--- src/rtl/dino_obstacle_engine_if.sv ---
// Bus between the dino obstacle engine and the game FSM / LCD top level.
// The master side (game FSM) drives the key and state, the slave side
// (the engine) returns the track, the jump status and the event pulses.
interface dino_obstacle_engine_if;
   logic        key_jump;
   logic [1:0]  game_state;
   logic [15:0] obstacle_map;
   logic        dino_air;
   logic [3:0]  blocks_passed;
   logic        collision_detected;
   logic        game_clear;

   modport master (
      output key_jump, game_state,
      input  obstacle_map, dino_air, blocks_passed, collision_detected, game_clear
   );

   modport slave (
      input  key_jump, game_state,
      output obstacle_map, dino_air, blocks_passed, collision_detected, game_clear
   );
endinterface

--- src/rtl/dino_obstacle_engine.sv ---
// Dino game engine: scrolls a 16-column obstacle track, spawns obstacles
// from an 8-bit LFSR, times the dino jump and reports collision / clear
// as single-cycle pulses. Work happens only while game_state is 2'b01.
module dino_obstacle_engine #(
   parameter int unsigned TICK_CYC    = 200,
   parameter int unsigned JUMP_TICKS  = 3,
   parameter int unsigned CLEAR_COUNT = 10,
   parameter int unsigned DINO_COL    = 1,
   parameter logic [7:0]  LFSR_SEED   = 8'hA5
) (
   input  logic                   clk_1khz,
   input  logic                   rst,
   dino_obstacle_engine_if.slave  bus
);

   localparam int unsigned TW = (TICK_CYC > 1) ? $clog2(TICK_CYC) : 1;
   localparam int unsigned AW = (JUMP_TICKS > 0) ? $clog2(JUMP_TICKS + 1) : 1;
   localparam logic [TW-1:0] TICK_LAST = TW'(TICK_CYC - 1);
   localparam logic [AW-1:0] JUMP_LOAD = AW'(JUMP_TICKS);
   localparam logic [3:0]    CLEAR_TGT = 4'(CLEAR_COUNT);

   logic [1:0]    sync_q,    sync_d;
   logic [7:0]    lfsr_q,    lfsr_d;
   logic [15:0]   map_q,     map_d;
   logic [AW-1:0] air_q,     air_d;
   logic          dair_q,    dair_d;
   logic [3:0]    passed_q,  passed_d;
   logic          coll_q,    coll_d;
   logic          clr_q,     clr_d;
   logic [TW-1:0] tick_q,    tick_d;
   logic [3:0]    spawned_q, spawned_d;
   logic [1:0]    gap_q,     gap_d;
   logic          halt_q,    halt_d;

   logic running_s;
   logic rise_s;
   logic tick_s;
   logic spawn_s;
   logic hit_s;

   // Next-state logic for the whole engine; defaults hold every register.
   always_comb begin
      // LFSR x^8+x^6+x^5+x^4+1 free-runs in every game state
      lfsr_d    = {lfsr_q[6:0], lfsr_q[7] ^ lfsr_q[5] ^ lfsr_q[4] ^ lfsr_q[3]};
      sync_d    = {sync_q[0], bus.key_jump};
      running_s = (bus.game_state == 2'b01);
      rise_s    = (sync_q == 2'b01);
      tick_s    = (tick_q == TICK_LAST);
      spawn_s   = (lfsr_q[1:0] == 2'b00) && (gap_q >= 2'd2) && (spawned_q < CLEAR_TGT);
      hit_s     = 1'b0;

      map_d     = map_q;
      air_d     = air_q;
      passed_d  = passed_q;
      tick_d    = tick_q;
      spawned_d = spawned_q;
      gap_d     = gap_q;
      halt_d    = halt_q;
      coll_d    = 1'b0;
      clr_d     = 1'b0;

      if (!running_s) begin
         map_d     = 16'h0000;
         air_d     = '0;
         passed_d  = 4'd0;
         tick_d    = '0;
         spawned_d = 4'd0;
         gap_d     = 2'd0;
         halt_d    = 1'b0;
      end else if (halt_q) begin
         // frozen until the FSM leaves the running state
         halt_d    = 1'b1;
      end else begin
         tick_d = tick_s ? '0 : tick_q + TW'(1'b1);

         // a new jump wins over the tick decrement in the same cycle
         if (rise_s && (air_q == '0)) begin
            air_d = JUMP_LOAD;
         end else if (tick_s && (air_q != '0)) begin
            air_d = air_q - AW'(1'b1);
         end else begin
            air_d = air_q;
         end

         if (tick_s) begin
            map_d     = {spawn_s, map_q[15:1]};
            gap_d     = spawn_s ? 2'd0 : ((gap_q == 2'd3) ? 2'd3 : gap_q + 2'd1);
            spawned_d = spawned_q + {3'd0, spawn_s};
            passed_d  = passed_q + {3'd0, map_q[0]};
            // judged on the values the player will see after this tick
            hit_s     = map_d[DINO_COL] && (air_d == '0);
            if (hit_s) begin
               coll_d = 1'b1;
               halt_d = 1'b1;
            end else if (passed_d == CLEAR_TGT) begin
               clr_d  = 1'b1;
               halt_d = 1'b1;
            end else begin
               halt_d = 1'b0;
            end
         end else begin
            hit_s = 1'b0;
         end
      end

      dair_d = (air_d != '0);
   end

   // State register with synchronous active-high reset.
   always_ff @(posedge clk_1khz) begin
      if (rst) begin
         sync_q    <= 2'b00;
         lfsr_q    <= LFSR_SEED;
         map_q     <= 16'h0000;
         air_q     <= '0;
         dair_q    <= 1'b0;
         passed_q  <= 4'd0;
         coll_q    <= 1'b0;
         clr_q     <= 1'b0;
         tick_q    <= '0;
         spawned_q <= 4'd0;
         gap_q     <= 2'd0;
         halt_q    <= 1'b0;
      end else begin
         sync_q    <= sync_d;
         lfsr_q    <= lfsr_d;
         map_q     <= map_d;
         air_q     <= air_d;
         dair_q    <= dair_d;
         passed_q  <= passed_d;
         coll_q    <= coll_d;
         clr_q     <= clr_d;
         tick_q    <= tick_d;
         spawned_q <= spawned_d;
         gap_q     <= gap_d;
         halt_q    <= halt_d;
      end
   end

   assign bus.obstacle_map       = map_q;
   assign bus.dino_air           = dair_q;
   assign bus.blocks_passed      = passed_q;
   assign bus.collision_detected = coll_q;
   assign bus.game_clear         = clr_q;

endmodule

--- src/flat_wrapper.sv ---
// flat-port wrapper written by rule: the top's interface ports become plain ports
module dino_obstacle_engine_flat 
#(
   parameter int unsigned TICK_CYC    = 200,
   parameter int unsigned JUMP_TICKS  = 3,
   parameter int unsigned CLEAR_COUNT = 10,
   parameter int unsigned DINO_COL    = 1,
   parameter logic [7:0]  LFSR_SEED   = 8'hA5
)
  (clk_1khz, rst, bus_key_jump, bus_game_state, bus_obstacle_map, bus_dino_air, bus_blocks_passed, bus_collision_detected, bus_game_clear);
  dino_obstacle_engine_if bus_i ();
  input  logic clk_1khz;
  input  logic rst;
  input wire logic [$bits(bus_i.key_jump)-1:0] bus_key_jump;
  input wire logic [$bits(bus_i.game_state)-1:0] bus_game_state;
  output wire logic [$bits(bus_i.obstacle_map)-1:0] bus_obstacle_map;
  output wire logic [$bits(bus_i.dino_air)-1:0] bus_dino_air;
  output wire logic [$bits(bus_i.blocks_passed)-1:0] bus_blocks_passed;
  output wire logic [$bits(bus_i.collision_detected)-1:0] bus_collision_detected;
  output wire logic [$bits(bus_i.game_clear)-1:0] bus_game_clear;
  assign bus_i.key_jump = bus_key_jump;
  assign bus_i.game_state = bus_game_state;
  assign bus_obstacle_map = bus_i.obstacle_map;
  assign bus_dino_air = bus_i.dino_air;
  assign bus_blocks_passed = bus_i.blocks_passed;
  assign bus_collision_detected = bus_i.collision_detected;
  assign bus_game_clear = bus_i.game_clear;
  dino_obstacle_engine #(.TICK_CYC(TICK_CYC), .JUMP_TICKS(JUMP_TICKS), .CLEAR_COUNT(CLEAR_COUNT), .DINO_COL(DINO_COL), .LFSR_SEED(LFSR_SEED)) u_core (.clk_1khz(clk_1khz), .rst(rst), .bus(bus_i));
endmodule
--- config.mk ---
export PLATFORM = sky130hd
export DESIGN_NAME = dino_obstacle_engine_flat
export DESIGN_NICKNAME = d
export VERILOG_FILES = /design/src/rtl/dino_obstacle_engine_if.sv /design/src/rtl/dino_obstacle_engine.sv /design/src/flat_wrapper.sv
export SDC_FILE = /design/constraint.sdc
export NUM_CORES = 1
export LEC_CHECK = 0
export ABC_CLOCK_PERIOD_IN_PS = 1950
export CELL_PAD_IN_SITES_DETAIL_PLACEMENT = 0
export CELL_PAD_IN_SITES_GLOBAL_PLACEMENT = 1
export CORE_ASPECT_RATIO = 0.7
export CORE_MARGIN = 2
export CORE_UTILIZATION = 35
export DETAILED_ROUTE_END_ITERATION = 8
export MAX_ROUTING_LAYER = met4
export PLACE_DENSITY_LB_ADDON = 0.1
export SLEW_MARGIN = 20
export SYNTH_ARGS = -nofsm -noshare
export SYNTH_HDL_FRONTEND = slang
export SYNTH_SLANG_ARGS = --single-unit
export TNS_END_PERCENT = 50
--- constraint.sdc ---
create_clock -name clk_1khz -period 1.95 [get_ports clk_1khz]
set_input_delay 0.39 -clock clk_1khz [delete_from_list [all_inputs] [get_ports clk_1khz]]
set_output_delay 0.39 -clock clk_1khz [all_outputs]
set_load 0.05 [all_outputs]
# --- After elaboration in Yosys (flattened, before gate mapping) ---
# Index checks and enable logic that the tools add are counted.
word_totals:
  register_bits: 50
  in_bits: 5
  output_inout_bits: 23
  wordCells: 58
op_classes:
  n_addsub: 5
  magnitude_cmp: 2
  eq_ne: 5
  muxes: 14
  n_bitwise: 6
  n_reduce_logical: 14
op_table:
  columns: ["operator", "n"]
  rows:
  - ["2-to-1 mux 2 bit", 8]
  - ["adder 4 x 1 -> 4 bit", 2]
  - ["adder 8 x 1 -> 8 bit (second input constant)", 1]
  - ["equality test 8 bit (second input constant)", 1]
  - ["2-to-1 mux 8 bit", 1]
  - ["zero test 2 bit", 3]
  - ["logical AND 1 bit", 5]
  - ["2-to-1 mux 1 bit", 5]
  - ["OR reduction 5 bit", 1]
  - ["equality test 2 x 1 -> 1 bit (second input constant)", 2]
  - ["equality test 4 bit (second input constant)", 1]
  - ["less-than comparator 4 bit (second input constant)", 1]
  - ["nonzero test 2 bit", 2]
  - ["OR reduction 4 bit", 1]
  - ["NOT 1 bit", 3]
  - ["XOR 1 bit", 3]
  - ["adder 2 x 1 -> 2 bit (second input constant)", 1]
  - ["equality test 2 bit (second input constant)", 1]
  - ["greater-or-equal comparator 2 bit (second input constant)", 1]
  - ["AND reduction 2 bit", 1]
  - ["OR reduction 2 bit", 1]
  - ["subtractor 2 x 1 -> 2 bit (second input constant)", 1]

# --- Depth between registers and ports, before layout ---
# Gate-level depths: netlist of run 1.
logic_depth:
  ltp_word: 11
  depth_mapped: 8
  depth_no_buf: 7

# --- Worst setup path before layout of run 1 ---
# No wires, ideal clock.
synth_path:
  kind: "reg2reg"
  startpoint: "reg u_core.passed_q[0] (netlist: u_core.bus.blocks_passed[0])"
  endpoint: "reg u_core.clr_q (netlist: u_core.bus.game_clear)"
  setup_ns: 0.096
  arrival_ns: 2.042
  required_ns: 1.854
  slack_ns: -0.188
  path_stages_with_launch: 7
  path_buffers: 0
  synth_period_minus_slack_ns: 2.138
  cell_sequence: "dfxtp_1 -> ha_1 -> ha_1 -> nand2b_1 -> or4b_2 -> o31a_1 -> nor4b_1"
synth_via:
  elab_chain_cells: 3
synth_lines:
  columns: ["item", "line_no", "rtl"]
  rows:
  - ["start: declaration", "dino_obstacle_engine.sv:27", "logic [3:0] passed_q, passed_d;"]
  - ["start signal: assignment", "dino_obstacle_engine.sv:130", "passed_q <= passed_d;"]
  - ["adder 4 x 1 -> 4 bit", "dino_obstacle_engine.sv:89", "passed_d = passed_q + {3'd0, map_q[0]};"]
  - ["equality test 4 bit", "dino_obstacle_engine.sv:95", "end else if (passed_d == CLEAR_TGT) begin"]
  - ["2-to-1 mux 1 bit", "dino_obstacle_engine.sv:95", null]
  - ["end signal: assignment", "dino_obstacle_engine.sv:132", "clr_q <= clr_d;"]
  - ["end: declaration", "dino_obstacle_engine.sv:29", "logic clr_q, clr_d;"]
# No other way between the ends.
# A chain may end at the register's enable or synchronous reset.

# --- Worst setup path after layout of run 1 ---
# Ends and elaborated chain as after synthesis.

==> key figures, run 1 <==
Run status
  • Outcome: complete, no violations

Logic synthesis
  • Synth Area in Adders: between 3 and 4%
  • Area of the mapped netlist: between 2000 and 2500 um^2
  • Syn nets: between 200 and 250
  • XOR/XNOR Fraction of Synth Area: 5.09%
  • Yosys top cell by area: dfxtp_1
  • Synth top area share: approximately half
  • Largest cells by area after synthesis: dfxtp_1 48%, nand2_1 8.9%, a21oi_1 6.8%
  • Post-Syn Instances: between 200 and 250
  • Yosys warns: 0
  • Synth Register Bits: 50
  • Multiplexer share of the synthesized area: 1.03%
  • Post-synthesis simple-gate area fraction: 25.8%
  • Main combinational cell family by area after synthesis: simple AND/OR/NAND/NOR gates
  • Synth Area in Compound Gates: between 10% and 20%
  • Synth unique cells: 40
  • Synth Area per Inst: 8.98 um^2
  • Sequential element share of the synthesized area: 48.5%

Global route
  • Initial antenna violation count: 0
  • Global-route wire length before repair: approximately 7000 um
  • Largest net degree at the start of global routing: 19
  • Vias in the first global route: 1445
  • Gr ovfl total: 0
  • Total track usage: between 10% and 20%

Setup path
  • Startpoint Class: register
  • CP Cell Sequence: ha_4, ha_4, nand2b_1, or4b_2, o31a_1, nor4b_2
  • Critical path fanouts, max: 3
  • Most used cell, CP: ha_4
  • Worst reg2reg setup slack: between 0.06 and 0.07 ns
  • Worst setup EP type: register
  • CP arrival: ~2.1 ns
  • Worst EP required: about 2.2 ns
  • Slowest CP cell: or4b_2
  • Slowest stage delay, CP: ~0.6 ns
  • CP Class: reg -> reg

Power and ir drop
  • Internal power: 1330 uW
  • Psw: 374 uW
  • Comb pwr share: under 10%
  • Switching Share: roughly 22%
  • Power share of the sequential group: around three fifths
  • Clk pwr share: roughly a third
  • Leakage: between 0.0008 and 0.0009 uW
  • Cell Pwr Density: 655 nW/um^2
  • Peak supply drop: around 0.29 mV
  • Tot Pwr: approximately 1700 uW

Clock tree
  • Post-CTS Hold Buffers: 0
  • Reg clk slew, reported paths: roughly 0.090 ns
  • H-tree depth: 2
  • CTS tree: built
  • CTS root buffer: clkbuf_8
  • Clock sinks: 50
  • Max Root-Sink Buffers: 2
  • Num CTS Buffers: 5
  • Worst skew pair latency: roughly 0.30 ns

Detailed routing
  • Pre-antenna DRT Iters: 4
  • Wire length per cell: roughly 13 um
  • DRC: 0
  • WL final: 4290 um
  • Vias: 1642
  • Routed Antenna Nets: 0
  • Iteration-0 DRC Markers: 62
  • Vias per inst: approximately 4.8

Cells and area
  • Final Util: approximately 46%
  • Share of post-route cells with drive strength above 1: between 10% and 20%
  • Filler Cells Inserted: between 500 and 600
  • P&R area growth vs syn: 25.8%
  • Commonest non-fill, non-tap cell in the layout: nand2_1
  • Ant diodes: 0
  • Commonest non-fill, non-tap cells in the layout: 49 x nand2_1, 47 x dfxtp_1, 28 x a21oi_1, 21 x clkdlybuf4s50_1, 18 x buf_4
  • Layout Nets: between 200 and 300

Floorplanning
  • Starting Density: between 30% and 40%
  • Core Region: about 5700 um^2
  • Die area: 6540 um^2
  • Die H: 68.3 um
  • Rows: 23
  • IO Pins: 28
  • Die Span X: roughly 96 um

Timing
  • Tightest Pin Transition: 0.511 ns
  • Relative slew slack: ~66%
  • Fin Setup TNS: 0 ns
  • Fin. Hold Viols: 0
  • Period minus WS final: around 1.9 ns
  • RSZ-0062 raised after global routing: false
  • Setup Skew: between 0.004 and 0.005 ns
  • Tcrit/Tclk final: between 90% and 100%
  • Fmax: 530 MHz
  • Final setup viols: 0
  • Fin. max-slew vios: 0

Placed design
  • GP Congestion: between 0.7 and 0.8
  • Final HPWL from detailed placement: between 3000 and 4000 um
  • Port-buffer cells: 27

Flow run
  • Max Cap Viol: 0

Worst hold path
  • Worst hold path type: reg -> reg
-- registers in the layout (all words and copies together) (netlist names) --
signal,count
u_core.halt_q,1
u_core.bus.obstacle_map,16
u_core.gap_q,2
u_core.air_q,2
u_core.bus.blocks_passed,4
u_core.sync_q,2
u_core.bus.dino_air,1
u_core.lfsr_q,8
u_core.tick_q,8
u_core.spawned_q,4
u_core.bus.game_clear,1
u_core.bus.collision_detected,1
-- critical path: cells and delay by family, from the launching register on --
| kind | cells | cell delay [ns] |
|---|---|---|
| AND/OR/NAND/NOR | 3 | 0.86 |
| AO/OA/AOI/OAI | 1 | 0.15 |
| flip-flops | 1 | 0.37 |
| adder cells (fa/ha/maj) | 2 | 0.43 |
-- through the flow --
stage | cells | setup WS (ns) | cell area (um^2) | hold WS [ns]
floorplan | 230 | 0.000498 | 2080 | 0.389
global placement | 333 | 0.0476 | 2480 | 0.393
detailed placement | 333 | 0.00143 | 2480 | 0.397
CTS | 341 | 0.00202 | 2570 | 0.420
global route | 341 | 0.0106 | 2600 | 0.449
finish | 341 | 0.0625 | 2600 | 0.416
-- final cells by class --
cell class | instances | area [um^2] | share of cell area, %
Tap cell | 75 | 93.8 | 3.61
Inverter | 4 | 15.0 | 0.578
Sequential cell | 50 | 1010 | 38.9
Timing Repair Buffer | 41 | 378 | 14.6
Clock inverter | 2 | 13.8 | 0.530
Clock buffer | 6 | 72.6 | 2.80
Multi-Input combinational cell | 163 | 1010 | 39.0
-- logic make-up after synthesis --
logic type / after synthesis
compound gates: 43
fa+ha+maj: 6
xor+xnor: 12
flops: 50
buf+inv: 17
simple gates: 100
mux: 2
-- metal layers --
layer	GRT usage, %	vias up	wire length [um]
li1	-	850	-
met1	21.6	768	2390
met2	18.4	19	1700
met3	4.07	5	158
met4	3.21	0	30
met5	-	-	0
-- path summary, 6_finish.rpt --
kind	to	cells after the start	from
setup / recovery	u_core.bus.game_clear$_SDFF_PP0_	6	u_core.bus.blocks_passed[0]$_SDFFE_PP0P_
hold / removal	u_core.lfsr_q[7]$_SDFF_PP1_	1	u_core.lfsr_q[6]$_SDFF_PP0_
hold reg to reg	u_core.lfsr_q[7]$_SDFF_PP1_	1	u_core.lfsr_q[6]$_SDFF_PP0_
setup reg to reg	u_core.bus.game_clear$_SDFF_PP0_	6	u_core.bus.blocks_passed[0]$_SDFFE_PP0P_
-- synth_stat cells, drive strengths merged --
cell type and count:
buf 4, nor3 4, and3 2, nand2 49, clkbuf 9, nor4b 3
and4bb 2, xnor2 4, mux2 1, o31ai 1, nor3b 1, o211a 1
o21ai 4, nand4 4, and3b 1, or2 3, mux2i 1, a31oi 2
xor2 8, o211ai 1, and2 1, a211o 2, nand2b 2, a21o 2
or4b 1, nand3 6, o31a 1, dfxtp 50, ha 6, and4b 1
inv 4, or3 2, nor2b 7, nor2 8, a21oi 29, nand3b 3
-- power groups by stage --
| stage | registers (uW) | logic, uW | clock network [uW] |
|---|---|---|---|
| floorplan | 1070 | 41.4 | 0 |
| global placement | 1070 | 66.9 | 0 |
| detailed placement | 1070 | 67.1 | 0 |
| CTS | 1050 | 67.4 | 619 |
| global route | 1050 | 72.9 | 672 |
| finish | 1050 | 65.7 | 588 |
-- repair_timing --
action,CTS,global route
buffers inserted,0,0
hold endpoints to repair,0,0
endpoints found under the setup margin,1,2
gates resized for setup,1,3
Power figures use the tool's default switching activity.
==> run 2, diff against run 1 <==
Settings changed: ABC_CLOCK_PERIOD_IN_PS 1950 to 2300, SLEW_MARGIN 20 to default.
Clock period 1.95 ns to 2.3 ns, I/O delays scaled along.
==> run 2 against run 1 <==
  * Sequential power is 15% lower
  * Design area is 2.1% lower
  * Critical path depth stayed put
  * Power is 13% lower
  * Worst hold slack hardly changed
  * Sequential cell count stayed put
  * Die area stayed put
  * Sequential share of layout area is 0.50 points higher
  * Maximum frequency is 9.8% lower
  * Cell count is 1.2% lower
  * Critical path type unchanged
  * Critical endpoint unchanged
  * Largest power group unchanged
==> key figures, run 2 (synthesized netlist as in run 1, its figures left out) <==
Setup path
  • CP Cell Sequence: ha_1, ha_1, nand2b_1, or4b_2, o31a_1, nor4b_1
  • CP arrival: 2.28 ns (+0.18 ns)
  • CP Class: reg -> reg
  • Worst EP required: 2.49 ns (+0.32 ns)
  • Worst setup EP type: register
  • Critical path buffer and inverter count: 0 (unchanged)
  • Top delay family on crit path: simple AND/OR/NAND/NOR gates
  • Slowest stage delay, CP: 0.60 ns (about the same)
  • Slowest CP cell: or4b_2
  • Critical path fanouts, max: 3 (unchanged)
  • Most used cell, CP: ha_1
  • Startpoint Class: register

Flow run
  • Max Cap Viol: 0 (unchanged)

Power and ir drop
  • Leakage: 0.000848 uW (-4.8%)
  • Peak supply drop: 0.234 mV (-19%)
  • Cell Pwr Density: 581 nW/um^2 (-11%)

Floorplanning
  • Die area: 6540 um^2 (unchanged)
  • Starting Density: 36.2% (unchanged)
  • Die Span X: 95.8 um (unchanged)
  • Core Region: 5700 um^2 (unchanged)
  • Die H: 68.3 um (unchanged)
  • Rows: 23 (unchanged)
  • IO Pins: 28 (unchanged)

Clock tree
  • Reg clk slew, reported paths: 0.09 ns (about the same)
  • Max Root-Sink Buffers: 2 (unchanged)
  • Clock sinks: 50 (unchanged)
  • Post-CTS Hold Buffers: 0 (unchanged)
  • Post-CTS Setup Inserts: 0 (unchanged)
  • Worst skew pair latency: 0.30 ns (about the same)
  • H-tree depth: 2 (unchanged)
  • CTS root buffer: clkbuf_8
  • CTS tree: built
  • Num CTS Buffers: 5 (unchanged)
  • Post-CTS sizing: 0 (-1)

Cells and area
  • P&R area growth vs syn: 23.1%
  • Max reg flops: 16 (unchanged)
  • Layout Nets: 272 (-1.4%)
  • Commonest non-fill, non-tap cells in the layout: 50 x dfxtp_1, 49 x nand2_1, 28 x a21oi_1, 27 x clkdlybuf4s50_1, 9 x buf_4
  • Share of post-route cells with drive strength above 1: 10.3% (-5.5 points)
  • Final Util: 44.6% (-0.97 points)
  • Commonest non-fill, non-tap cell in the layout: dfxtp_1
  • Ant diodes: 0 (unchanged)

Global route
  • Vias in the first global route: 1435 (-0.69%)
  • Gr ovfl total: 0 (unchanged)
  • Largest net degree at the start of global routing: 22 (+3)
  • Initial antenna violation count: 0 (unchanged)
  • Total track usage: 14.4% (+0.13 points)
  • Global-route wire length before repair: 6980 um (-0.40%)

Timing
  • Fmax: 478 MHz (-9.8%)
  • Fin. max-slew vios: 0 (unchanged)
  • Fin. Hold Viols: 0 (unchanged)
  • RSZ-0062 raised after global routing: false
  • Setup Skew: 0.00656 ns (+0.00230 ns)
  • Period minus WS final: 2.09 ns (+0.206 ns)
  • Relative slew slack: 66.0% (+0.098 points)
  • Tightest Pin Transition: 0.510 ns (-0.00111 ns)
  • Final setup viols: 0 (unchanged)
  • Fin Setup TNS: 0 ns (unchanged)
  • Tcrit/Tclk final: 91.0% (-5.8 points)

Detailed routing
  • Routed Antenna Nets: 0 (unchanged)
  • WL final: 4200 um (-2.0%)
  • Wire length per cell: 12.5 um (-0.84%)
  • Vias: 1623 (-1.2%)
  • Iteration-0 DRC Markers: 83 (+34%)
  • DRC: 0 (unchanged)
  • Vias per inst: 4.82 (about the same)
  • Pre-antenna DRT Iters: 4 (unchanged)

Placed design
  • GP Congestion: 0.805 (+4.0%)
  • Final HPWL from detailed placement: 2930 um (-5.3%)
  • Port-buffer cells: 27 (unchanged)

Worst hold path
  • Worst hold path type: reg -> reg

Run status
  • Outcome: complete, no violations
run 2: cell count changes in the layout (fill, tap and decap cells not counted), sizes merged:
cell	previous run	this run
clkinv	2	1
clkdlybuf4s50	21	27
buf	19	10
dlymetal6s2s	1	0
clkbuf	6	7
run 2: metal layers:
| metal | track usage, % | share of wire, % | wire length [um] | up-vias |
|---|---|---|---|---|
| met5 | - | 0 | 0 | - |
| met4 | 4.82 | 1.1 | 46 | 0 |
| met3 | 4.30 | 3.7 | 155 | 7 |
| met2 | 18.8 | 38 | 1610 | 24 |
| met1 | 20.9 | 57 | 2390 | 746 |
| li1 | - | - | - | 846 |
run 2: per-stage QoR:
step                      hold WS, ns  area [um^2]  power, uW  cells  setup slack [ns]
after global routing            0.429         2540       1540    337             0.147
after CTS                       0.419         2540       1490    337             0.228
after floorplan                 0.389         2060        944    230             0.162
final                           0.417         2540       1480    337             0.207
after detailed placement        0.397         2450        965    329             0.252
after global placement          0.392         2450        966    329             0.276
run 2: final timing paths:
check	cells past startpoint	from	slack, ns	endpoint
worst min register to register	1	u_core.lfsr_q[6]$_SDFF_PP0_	0.42	u_core.lfsr_q[7]$_SDFF_PP1_
worst min-delay path	1	u_core.lfsr_q[6]$_SDFF_PP0_	0.42	u_core.lfsr_q[7]$_SDFF_PP1_
worst max register to register	6	u_core.bus.obstacle_map[0]$_SDFFE_PP0P_	0.21	u_core.bus.game_clear$_SDFF_PP0_
worst max-delay path	6	u_core.bus.obstacle_map[0]$_SDFFE_PP0P_	0.21	u_core.bus.game_clear$_SDFF_PP0_
run 2: layout make-up:
cell class | instances | area, um^2
Fill cell | 574 | 3160
Clock buffer | 7 | 86.3
Timing Repair Buffer | 37 | 358
Clock inverter | 1 | 5.00
Inverter | 4 | 15.0
Sequential cell | 50 | 1000
Multi-Input combinational cell | 163 | 982
Tap cell | 75 | 93.8
run 2: power breakdown:
group          internal (uW)  switching [uW]
logic                   29.0            26.1
registers                882            7.63
clock network            243             289
total                   1150             323
==> run 3, diff against run 2 <==
Settings changed: DONT_BUFFER_PORTS from default to 1.
==> run 3 against run 2 <==
  * Critical path type unchanged
  * Largest power group unchanged
  * Power shrank 2.6%
  * Cell count shrank 7.1%
  * Clock power shrank 4.5%
==> key figures, run 3 (synthesized netlist as in run 1, its figures left out) <==
Cells and area
  • Layout Nets: 248 (-8.8%)
  • Share of post-route cells with drive strength above 1: 12.6% (+2.3 points)
  • Final Util: 39.9% (-4.7 points)
  • Max reg flops: 16 (unchanged)
  • Commonest non-fill, non-tap cells in the layout: 50 x dfxtp_1, 49 x nand2_1, 28 x a21oi_1, 13 x buf_4
  • Post-route cell area: 2280 um^2 (-10%)
  • P&R area growth vs syn: 10.2%
  • Commonest non-fill, non-tap cell in the layout: dfxtp_1
  • Fin cells: 313 (-7.1%)
  • Ant diodes: 0 (unchanged)

Placed design
  • Port-buffer cells: 0 (-100%)
  • Cell total after placement: 305 (-7.3%)
  • GP Congestion: 0.744 (-7.6%)
  • Area post-placement: 2190 um^2 (-11%)
  • Final HPWL from detailed placement: 3100 um (+6.1%)

Global route
  • Global-route wire length before repair: 6980 um (unchanged)
  • Initial antenna violation count: 0 (unchanged)
  • Largest net degree at the start of global routing: 40 (+82%)
  • Gr ovfl total: 0 (unchanged)
  • Vias in the first global route: 1452 (+1.2%)
  • Total track usage: 14.5% (+0.053 points)

Timing
  • RSZ-0062 raised after global routing: false
  • Period minus WS final: 2.04 ns (-0.0497 ns)
  • Tcrit/Tclk final: 88.9% (-2.2 points)
  • Relative slew slack: 60.9% (-5.0 points)
  • Setup Skew: 0.00658 ns (+0.0000212 ns)
  • Fin. Hold Viols: 0 (unchanged)
  • Fin Setup TNS: 0 ns (unchanged)
  • Fmax: 489 MHz (+2.4%)
  • Final setup viols: 0 (unchanged)
  • Fin. max-slew vios: 0 (unchanged)
  • Tightest Pin Transition: 0.578 ns (+0.0683 ns)

Run status
  • Outcome: complete, no violations

Power and ir drop
  • Peak supply drop: 0.210 mV (-10%)
  • Switching Share: 22.4% (+0.55 points)
  • Psw: 322 uW (-0.11%)
  • Internal power: 1120 uW (-3.3%)
  • Cell Pwr Density: 632 nW/um^2 (+8.8%)
  • Comb pwr share: 2.8% (-0.9 points)
  • Clk pwr share: 35.3% (-0.8 points)
  • Power share of the sequential group: 62.0% (+1.8 points)
  • Leakage: 0.000765 uW (-9.8%)

Detailed routing
  • Vias per inst: 5.07 (+5.2%)
  • Routed Antenna Nets: 0 (unchanged)
  • Wire length per cell: 13.8 um (+11%)
  • Iteration-0 DRC Markers: 87 (+4.8%)
  • DRC: 0 (unchanged)
  • Pre-antenna DRT Iters: 4 (unchanged)
  • Vias: 1586 (-2.3%)
  • WL final: 4340 um (+3.2%)

Setup path
  • CP arrival: 2.23 ns (-0.05 ns)
  • Worst setup EP type: register
  • Critical path fanouts, max: 3 (unchanged)
  • Worst EP required: 2.49 ns (about the same)
  • Worst reg2reg setup slack: 0.26 ns (+0.05 ns)
  • CP Class: reg -> reg
  • Startpoint Class: register
  • FF-to-FF path depth: 6 (unchanged)

Floorplanning
  • Die H: 68.3 um (unchanged)
  • Rows: 23 (unchanged)
  • Starting Density: 36.2% (unchanged)
  • IO Pins: 28 (unchanged)
  • Die Span X: 95.8 um (unchanged)
  • Core Region: 5700 um^2 (unchanged)
  • Die area: 6540 um^2 (unchanged)

Clock tree
  • Post-CTS Hold Buffers: 0 (unchanged)
  • Worst skew pair latency: 0.30 ns (about the same)
  • Reg clk slew, reported paths: 0.09 ns (about the same)
  • CTS tree: built
  • Num CTS Buffers: 5 (unchanged)
  • Max Root-Sink Buffers: 2 (unchanged)
  • CTS root buffer: clkbuf_8
  • H-tree depth: 2 (unchanged)
  • Clock sinks: 50 (unchanged)
  • Post-CTS sizing: 0 (unchanged)
  • Post-CTS Setup Inserts: 0 (unchanged)

Worst hold path
  • Worst hold path type: in -> reg
  • Hold path depth: 1 (unchanged)

Flow run
  • Max Cap Viol: 0 (unchanged)
-- run 3: changes by cell type in the layout (fill, tap and decap cells not counted) --
cell	before	now
clkdlybuf4s50_1	27	0
buf_4	9	13
clkbuf_8	6	5
buf_12	1	0
clkinv_4	0	1
-- run 3: through the flow --
stage / power, uW / setup WS, ns / hold WS (ns)
after detailed placement: 952 / 0.281 / 0.406
after CTS: 1460 / 0.241 / 0.203
after global routing: 1500 / 0.144 / 0.189
after global placement: 950 / 0.373 / 0.398
after floorplan: 944 / 0.162 / 0.389
final: 1440 / 0.256 / 0.214
-- run 3: path summary, 6_finish.rpt --
check | start | endpoint
worst min register to register | u_core.lfsr_q[6]$_SDFF_PP0_ | u_core.lfsr_q[7]$_SDFF_PP1_
worst min-delay path | rst | u_core.lfsr_q[6]$_SDFF_PP0_
worst max register to register | u_core.bus.blocks_passed[0]$_SDFFE_PP0P_ | u_core.bus.game_clear$_SDFF_PP0_
worst max-delay path | u_core.bus.blocks_passed[0]$_SDFFE_PP0P_ | u_core.bus.game_clear$_SDFF_PP0_
-- run 3: critical path: stages, from the launching register on --
cell and delay, ns:
dfxtp_1 0.32, ha_1 0.23, ha_1 0.30, nand2b_1 0.07, or4b_2 0.61, o31a_1 0.14
nor4b_1 0.28
-- run 3: layout make-up --
cell class | count | area (um^2)
Fill cell | 583 | 3420
Sequential cell | 50 | 1000
Multi-Input combinational cell | 163 | 982
Timing Repair Buffer | 13 | 97.6
Tap cell | 75 | 93.8
Clock buffer | 6 | 72.6
Inverter | 4 | 15.0
Clock inverter | 2 | 13.8
-- run 3: routing by layer --
metal  global-route usage (%)  wire [um]
met5                        -          0
met3                     4.74        262
met1                     19.7       2190
met4                     4.29         42
met2                     20.5       1840
-- run 3: power by group through the flow --
stage	clock [uW]	sequential, uW	combinational (uW)
6_report	508	891	39.7
5_1_grt	566	894	44.1
4_1_cts	529	892	40.3
3_5_place_dp	0	912	39.9
3_3_place_gp	0	911	38.8
2_1_floorplan	0	909	35.1
